**config.mk**
```make
export PLATFORM = sky130hd
export DESIGN_NAME = riscv_v_exe_sequencer
export DESIGN_NICKNAME = d
export VERILOG_FILES = /design/src/rtl/riscv_v_exe_sequencer.sv
export SDC_FILE = /design/constraint.sdc
export NUM_CORES = 1
export LEC_CHECK = 0
export CORE_ASPECT_RATIO = 2
export CORE_MARGIN = 2
export CORE_UTILIZATION = 41
export CTS_CLUSTER_DIAMETER = 100
export DETAILED_ROUTE_END_ITERATION = 8
export PLACE_DENSITY_LB_ADDON = 0.2
export SETUP_SLACK_MARGIN = 0.2
export SYNTH_ARGS = -nofsm -noshare
export SYNTH_HDL_FRONTEND = slang
export SYNTH_SLANG_ARGS = --single-unit
```
**constraint.sdc**
```tcl
create_clock -name clk -period 4.3 [get_ports clk]
set_input_delay 0.645 -clock clk [delete_from_list [all_inputs] [get_ports clk]]
set_output_delay 0.645 -clock clk [all_outputs]
set_load 0.01 [all_outputs]
```
**src/rtl/riscv_v_exe_sequencer.sv**
```systemverilog
// rtl/riscv_v_exe_sequencer.sv - vector execute issue/completion sequencer

package riscv_v_exe_sequencer_pkg;
   // Vector length as carried down the decode pipeline.
   typedef logic [7:0] riscv_v_vl_t;
endpackage

module riscv_v_exe_sequencer
   import riscv_v_exe_sequencer_pkg::*;
#(
   parameter int unsigned MUL_LATENCY = 3,
   parameter int unsigned RED_LATENCY = 4
) (
   input  logic        clk,
   input  logic        rst,
   input  logic        dec_valid,
   output logic        dec_ready,
   input  logic        is_mul_dec,
   input  logic        is_reduct_dec,
   input  logic        is_v2i_dec,
   input  riscv_v_vl_t vl_dec,
   input  logic        flush,
   output logic        exe_load,
   output logic        alu_hold,
   output logic        wb_valid,
   input  logic        wb_ready,
   output logic        wb_vec_we,
   output logic        wb_int_we,
   output logic        busy,
   output logic [31:0] retired_cnt
);

   typedef enum logic [1:0] {
      IDLE = 2'd0,
      EXEC = 2'd1,
      DONE = 2'd2
   } state_t;

   localparam logic [3:0] MUL_LAT = 4'(MUL_LATENCY);
   localparam logic [3:0] RED_LAT = 4'(RED_LATENCY);

   state_t      state_q, state_d;
   logic [3:0]  cnt_q, cnt_d;
   logic        v2i_q, v2i_d;
   logic        vl_zero_q, vl_zero_d;
   logic [31:0] retired_q, retired_d;
   logic [3:0]  lat;
   logic        accept;

   // Handshake towards decode; reset and flush both block acceptance.
   always_comb begin
      dec_ready = ~rst & ~flush &
                  ((state_q == IDLE) | ((state_q == DONE) & wb_ready));
      accept    = dec_valid & dec_ready;
      exe_load  = accept;
      if (is_reduct_dec) begin
         lat = RED_LAT;
      end else if (is_mul_dec) begin
         lat = MUL_LAT;
      end else begin
         lat = 4'd1;
      end
   end

   // Next-state logic: issue, countdown, writeback completion and flush.
   always_comb begin
      state_d   = state_q;
      cnt_d     = cnt_q;
      v2i_d     = v2i_q;
      vl_zero_d = vl_zero_q;
      retired_d = retired_q;
      if (flush) begin
         state_d = IDLE;
      end else begin
         case (state_q)
            IDLE: ;
            EXEC: begin
               if (cnt_q == 4'd0) begin
                  state_d = DONE;
               end else begin
                  cnt_d = cnt_q - 4'd1;
               end
            end
            DONE: begin
               if (wb_ready) begin
                  retired_d = retired_q + 32'd1;
                  state_d   = IDLE;
               end
            end
            default: state_d = IDLE;
         endcase
         // A new instruction overrides the IDLE return so DONE->issue has no bubble.
         if (accept) begin
            v2i_d     = is_v2i_dec;
            vl_zero_d = (vl_dec == '0);
            if (lat == 4'd1) begin
               state_d = DONE;
            end else begin
               state_d = EXEC;
               cnt_d   = lat - 4'd2;
            end
         end
      end
   end

   // State and latched instruction fields.
   always_ff @(posedge clk or posedge rst) begin
      if (rst) begin
         state_q   <= IDLE;
         cnt_q     <= 4'd0;
         v2i_q     <= 1'b0;
         vl_zero_q <= 1'b0;
         retired_q <= 32'd0;
      end else begin
         state_q   <= state_d;
         cnt_q     <= cnt_d;
         v2i_q     <= v2i_d;
         vl_zero_q <= vl_zero_d;
         retired_q <= retired_d;
      end
   end

   // Outputs decoded from registered state only, so nothing reaches wb_* from decode.
   always_comb begin
      busy        = (state_q != IDLE);
      alu_hold    = (state_q == EXEC) | (state_q == DONE);
      wb_valid    = (state_q == DONE);
      wb_vec_we   = wb_valid & ~v2i_q & ~vl_zero_q;
      wb_int_we   = wb_valid & v2i_q;
      retired_cnt = retired_q;
   end

endmodule

```
Yosys cells after proc, flatten, opt, wreduce, memory -nomap -nowiden --
Cells that the tools add are included.
Word-level totals: flip-flop bits (word level) 40, latch bits 0, RAM bits 0, memory bits (read-only) 0, input bits 16, output and inout port bits 39, logic and storage cells 46, memories 0
Operators by class: add/sub/neg operators 3, multipliers 0, divide/modulo/power cells 0, $lt $le $gt $ge 0, equality and inequality tests 6, shifts and indexed selects 0, mux-type cells 12, bitwise gates (word level) 13, reduce and logical (&&, ||, !) cells 7
Operators by type and width (count):
- $add 32x1->32 const B | 1
- $mux 4 | 4
- $mux 2 | 6
- $logic_not 8->1 | 1
- $and 1x1->1 | 7
- $pmux 2 s3 | 1
- $reduce_and 3->1 | 2
- $eq 4x1->1 const B | 1
- $logic_not 4->1 | 1
- $ne 4x3->1 const B | 1
- $ne 4x4->1 const B | 1
- $not 1->1 | 4
- $sub 4x1->4 const B | 1
- $sub 4x2->4 const B | 1
- $mux 3 | 1
- $ne 3x3->1 const B | 1
- $eq 2x1->1 const B | 1
- $eq 2x2->1 const B | 1
- $logic_not 2->1 | 1
- $or 1x1->1 | 2
- $reduce_and 2->1 | 1
- $reduce_bool 2->1 | 1

Depth between registers and ports, before layout --
word-level depth 7, depth in mapped cells 6, gate-level depth less buffers 6

Worst setup path before layout --
OpenSTA, ideal clock, no wires.
path kind register -> output, start register state_q[0], end output port exe_load, arrival time 1.484 ns, path slack 2.171 ns, stages on the path, launching flop included 5, path buffers 0, cells stage by stage dfrtp_1 > inv_1 > ha_1 > a21oi_2 > nor3_1
On the way: cells in the longest elaborated chain, start to end 5, elaborated cells on any way between the ends 6, those cells by class eq/ne (1); bitwise (4); reduce/logical (1)
RTL lines:
- start, declared | RTL line 42 | state_t state_q, state_d;
- start signal, assigned | RTL line 115 | state_q <= state_d;
- $eq 2x2->1
- via wb_valid | RTL line 25 | output logic wb_valid,
- $and 1x1->1 | RTL line 53 | ((state_q == IDLE) | ((state_q == DONE) & wb_ready));
- $or 1x1->1 | RTL line 53
- $and 1x1->1 | RTL line 52 | dec_ready = ~rst & ~flush &
- $and 1x1->1 | RTL line 54 | accept = dec_valid & dec_ready;
- end, declared | RTL line 23 | output logic exe_load,
The timed path passes the listed nets, and every way through them passes these cells.

Worst setup path in the final report --
start input port wb_ready, end output port exe_load
On the way: cells in the longest elaborated chain, start to end 4
RTL lines:
- start, declared | RTL line 26 | input logic wb_ready,
- $and 1x1->1 | RTL line 53
- $or 1x1->1 | RTL line 53
- $and 1x1->1 | RTL line 52
- $and 1x1->1 | RTL line 54
Every way passes these cells.

==> impl_metrics.toml <==
[power]
p_leak_nw = 1.15
combPwrFrac = 0.178
p_switching_uw = 228
power.internal_uw = 658
peakVddDrop_mv = 0.360
pwr-share-clk = 0.339
total_power_uw = 887
p_per_area_mw_per_mm2 = 323
p_seq_frac = 0.483
p_sw_frac = 0.258

[clock_network]
cts_tree = "yes"
cts-root-buf = "clkbuf_8"
numCtsBuffers = 5
clkLatencyLatePin_ns = 0.29
clock-sinks = 40
clkTransAtPathRegs_ns = 0.08
htree_levels = 2
cts_resized = 0
post_cts_buffers = 0
clock_path_buffers = 2
postCtsHoldBufs = 0

[synthesis]
synth_fa_ha_area_frac = 0.0310
ys_top_cells_by_count = "dfrtp_1 (40), xnor2_1 (29), nand4_1 (19)"
ys.flop_type = "dfrtp_1"
yosys_warnings = 0
synth-compound-area-share = 0.0528
synth_top_family_by_area = "simple AND/OR/NAND/NOR gates"
netlist_area_sq_mm = 0.00202
syn_avg_cell_area_sq_um = 11.0
yosysSeqAreaShare = 0.497
ys_seq_elements = 40
synth-simple-area-share = 0.246
synthArstFlopShare = 1.00
synth_area_leaders = "dfrtp_1 (50%), xnor2_1 (13%), nand4_1 (5.9%), ha_1 (3.1%), nand3_1 (2.2%)"
syn_nets = 204
synth_xor_area_frac = 0.135
yosysMostFrequentCell = "dfrtp_1"
synth_cells = 183
synth.distinct_cells = 39
synth_top_area_share = 0.497
synth_edf_count = 0
muxShareOfSynthArea = 0.0161
yosysTopAreaCell = "dfrtp_1"

[die]
initial_core_util = 0.418
die_w_um = 53.6
fp.dieH_um = 103
core_sq_mm = 0.00482
io_pins = 55
num_rows = 36
die-area_sq_mm = 0.00553

[placed_design]
pre_cts_slack_ns = 1.37
port_buffers = 54
gp_congestion = 0.740
placed_cell_area_sq_mm = 0.00264
hpwl_um = 3560

[sta]
fin_setup_tns_ns = 0
finalMaxSlewViolations = 0
setup_violations = 0
hold_viol = 0
finalCritPeriodShare = 0.672
fmax_mhz = 346
fin_skew_ns = 0.00439
worst_slew_pin_slew_ns = 1.11
rsz0062_at_grt = "false"
fin_crit_ns = 2.89
setup_ws_ns = 1.41
slew_headroom = 0.259

[global_route]
grt_use_total = 0.187
antenna_found_initial = 0
grt_pass1_wl_um = 7490
grt_max_degree = 31
grt_pass1_vias = 1585
grt_overflow = 0

[routing]
routed_wl_um = 4620
vias = 1621
drc_errors = 0
wl_per_cell_um = 15.3
antenna_left = 0
viasPerCell = 5.35
drt-initial-drc-count = 24
first_pass_iters = 4

[setup_path]
r2r_slack_ns = 1.98
r2r-end = "retired_cnt[13]"
critical_path.max_stage_delay_ns = 0.56
arrival_ns = 2.25
crit_path_cell_trace = "clkdlybuf4s50_1 > a21oi_2 > nor3_1 > buf_4 > clkdlybuf4s50_1"
worstPathMaxFanout = 7
crit_type = "in2out"
timing.rr.start = "state_q[0]"
worst_path_max_delay_cell = "clkdlybuf4s50_1"
cp_common_cell = "clkdlybuf4s50_1"
crit_required_ns = 3.65
setup.worst_path.end_class = "output port"
start_kind = "primary input"
rr_worst_depth = 6

[finish]
fillers = 453
seq_area_sq_mm = 0.00100
design_area_sq_mm = 0.00275
nNetsFinal = 266
drive_gt1_frac = 0.0772
syn_to_final_growth_pct = 36.4
multi_input_area_sq_um = 968
n_antenna_cell = 0

[run]
cap_violations = 0

[hold_path]
holdPathEnd = "retired_cnt[31]"
holdCritStartpoint = "retired_cnt[31]"
hold_class = "reg2reg"
whs_path_depth = 1

[run_status]
status = "completed"
power by group through the flow:
stage	combinational (mW)	clock, mW	sequential, mW
2_1_floorplan	0.0832	0	0.435
3_3_place_gp	0.154	0	0.436
3_5_place_dp	0.160	0	0.436
4_1_cts	0.160	0.308	0.429
5_1_grt	0.177	0.322	0.433
6_report	0.158	0.301	0.428
stage by stage:
step	hold slack, ns	std cells	utilization
after floorplan	0.479	183	-
final	0.485	303	0.570
after CTS	0.493	303	0.570
after detailed placement	0.475	295	0.547
after global placement	0.467	295	0.547
after global routing	0.519	303	0.570
critical path, delay by kind of cell:
kind                   cells  cell delay (ns)
AO/OA/AOI/OAI              1             0.12
AND/OR/NAND/NOR            1             0.19
buffers and inverters      3             1.29
how the worst max path moves through the flow:
stage                           from               to  slack (ns)
final                       wb_ready         exe_load        1.41
after global placement      wb_ready         exe_load        1.44
after CTS                   wb_ready         exe_load        1.41
after floorplan           state_q[0]         exe_load        2.17
after detailed placement       flush  retired_cnt[13]        1.37
after global routing           flush         exe_load        1.32
cells by family (layout without fill, tap and decap cells):
kind of cell,Yosys count,in the layout
buf+inv,12,75
xor+xnor,31,31
simple gates,77,77
flops,40,40
compound gates,15,15
fa+ha+maj,5,5
mux,3,3
sequential cells by signal, summed over array words and instances, names as in the netlist:
name / count
retired_cnt: 32
cnt_q: 4
state_q: 2
v2i_q: 1
vl_zero_q: 1
cell usage in the layout (no fill, tap or decap), drive strengths merged, types with 2 or more instances in the layout:
cell / count
xnor2: 29
nor3b: 2
and4: 4
dfrtp: 40
nand3: 9
xor2: 2
nand2: 10
a21oi: 3
or4b: 2
buf: 2
nor3: 4
clkdlybuf4s50: 54
nor4b: 2
nor4: 7
mux2: 2
nand4: 19
ha: 5
and2: 3
inv: 11
and3: 4
o31ai: 2
clkbuf: 5
o21ai: 2
nor2: 5
nand4b: 2
a21o: 4
routing by layer:
metal / vias to the layer above / share of wire / track usage
met3: 6 / 0.034 / 0.0319
met2: 38 / 0.55 / 0.329
met5: - / 0 / 0
met4: 0 / 0.016 / 0.0710
met1: 788 / 0.40 / 0.222
li1: 789 / - / -
layout make-up:
cell class	count	area share
flip-flops and latches	40	0.364
multi-input cells	131	0.352
repair buffers	56	0.202
well taps	57	0.0259
clock buffers	5	0.0250
clock inverters	3	0.0155
inverters	11	0.0150
No activity file was read; power rests on OpenSTA's default activity.
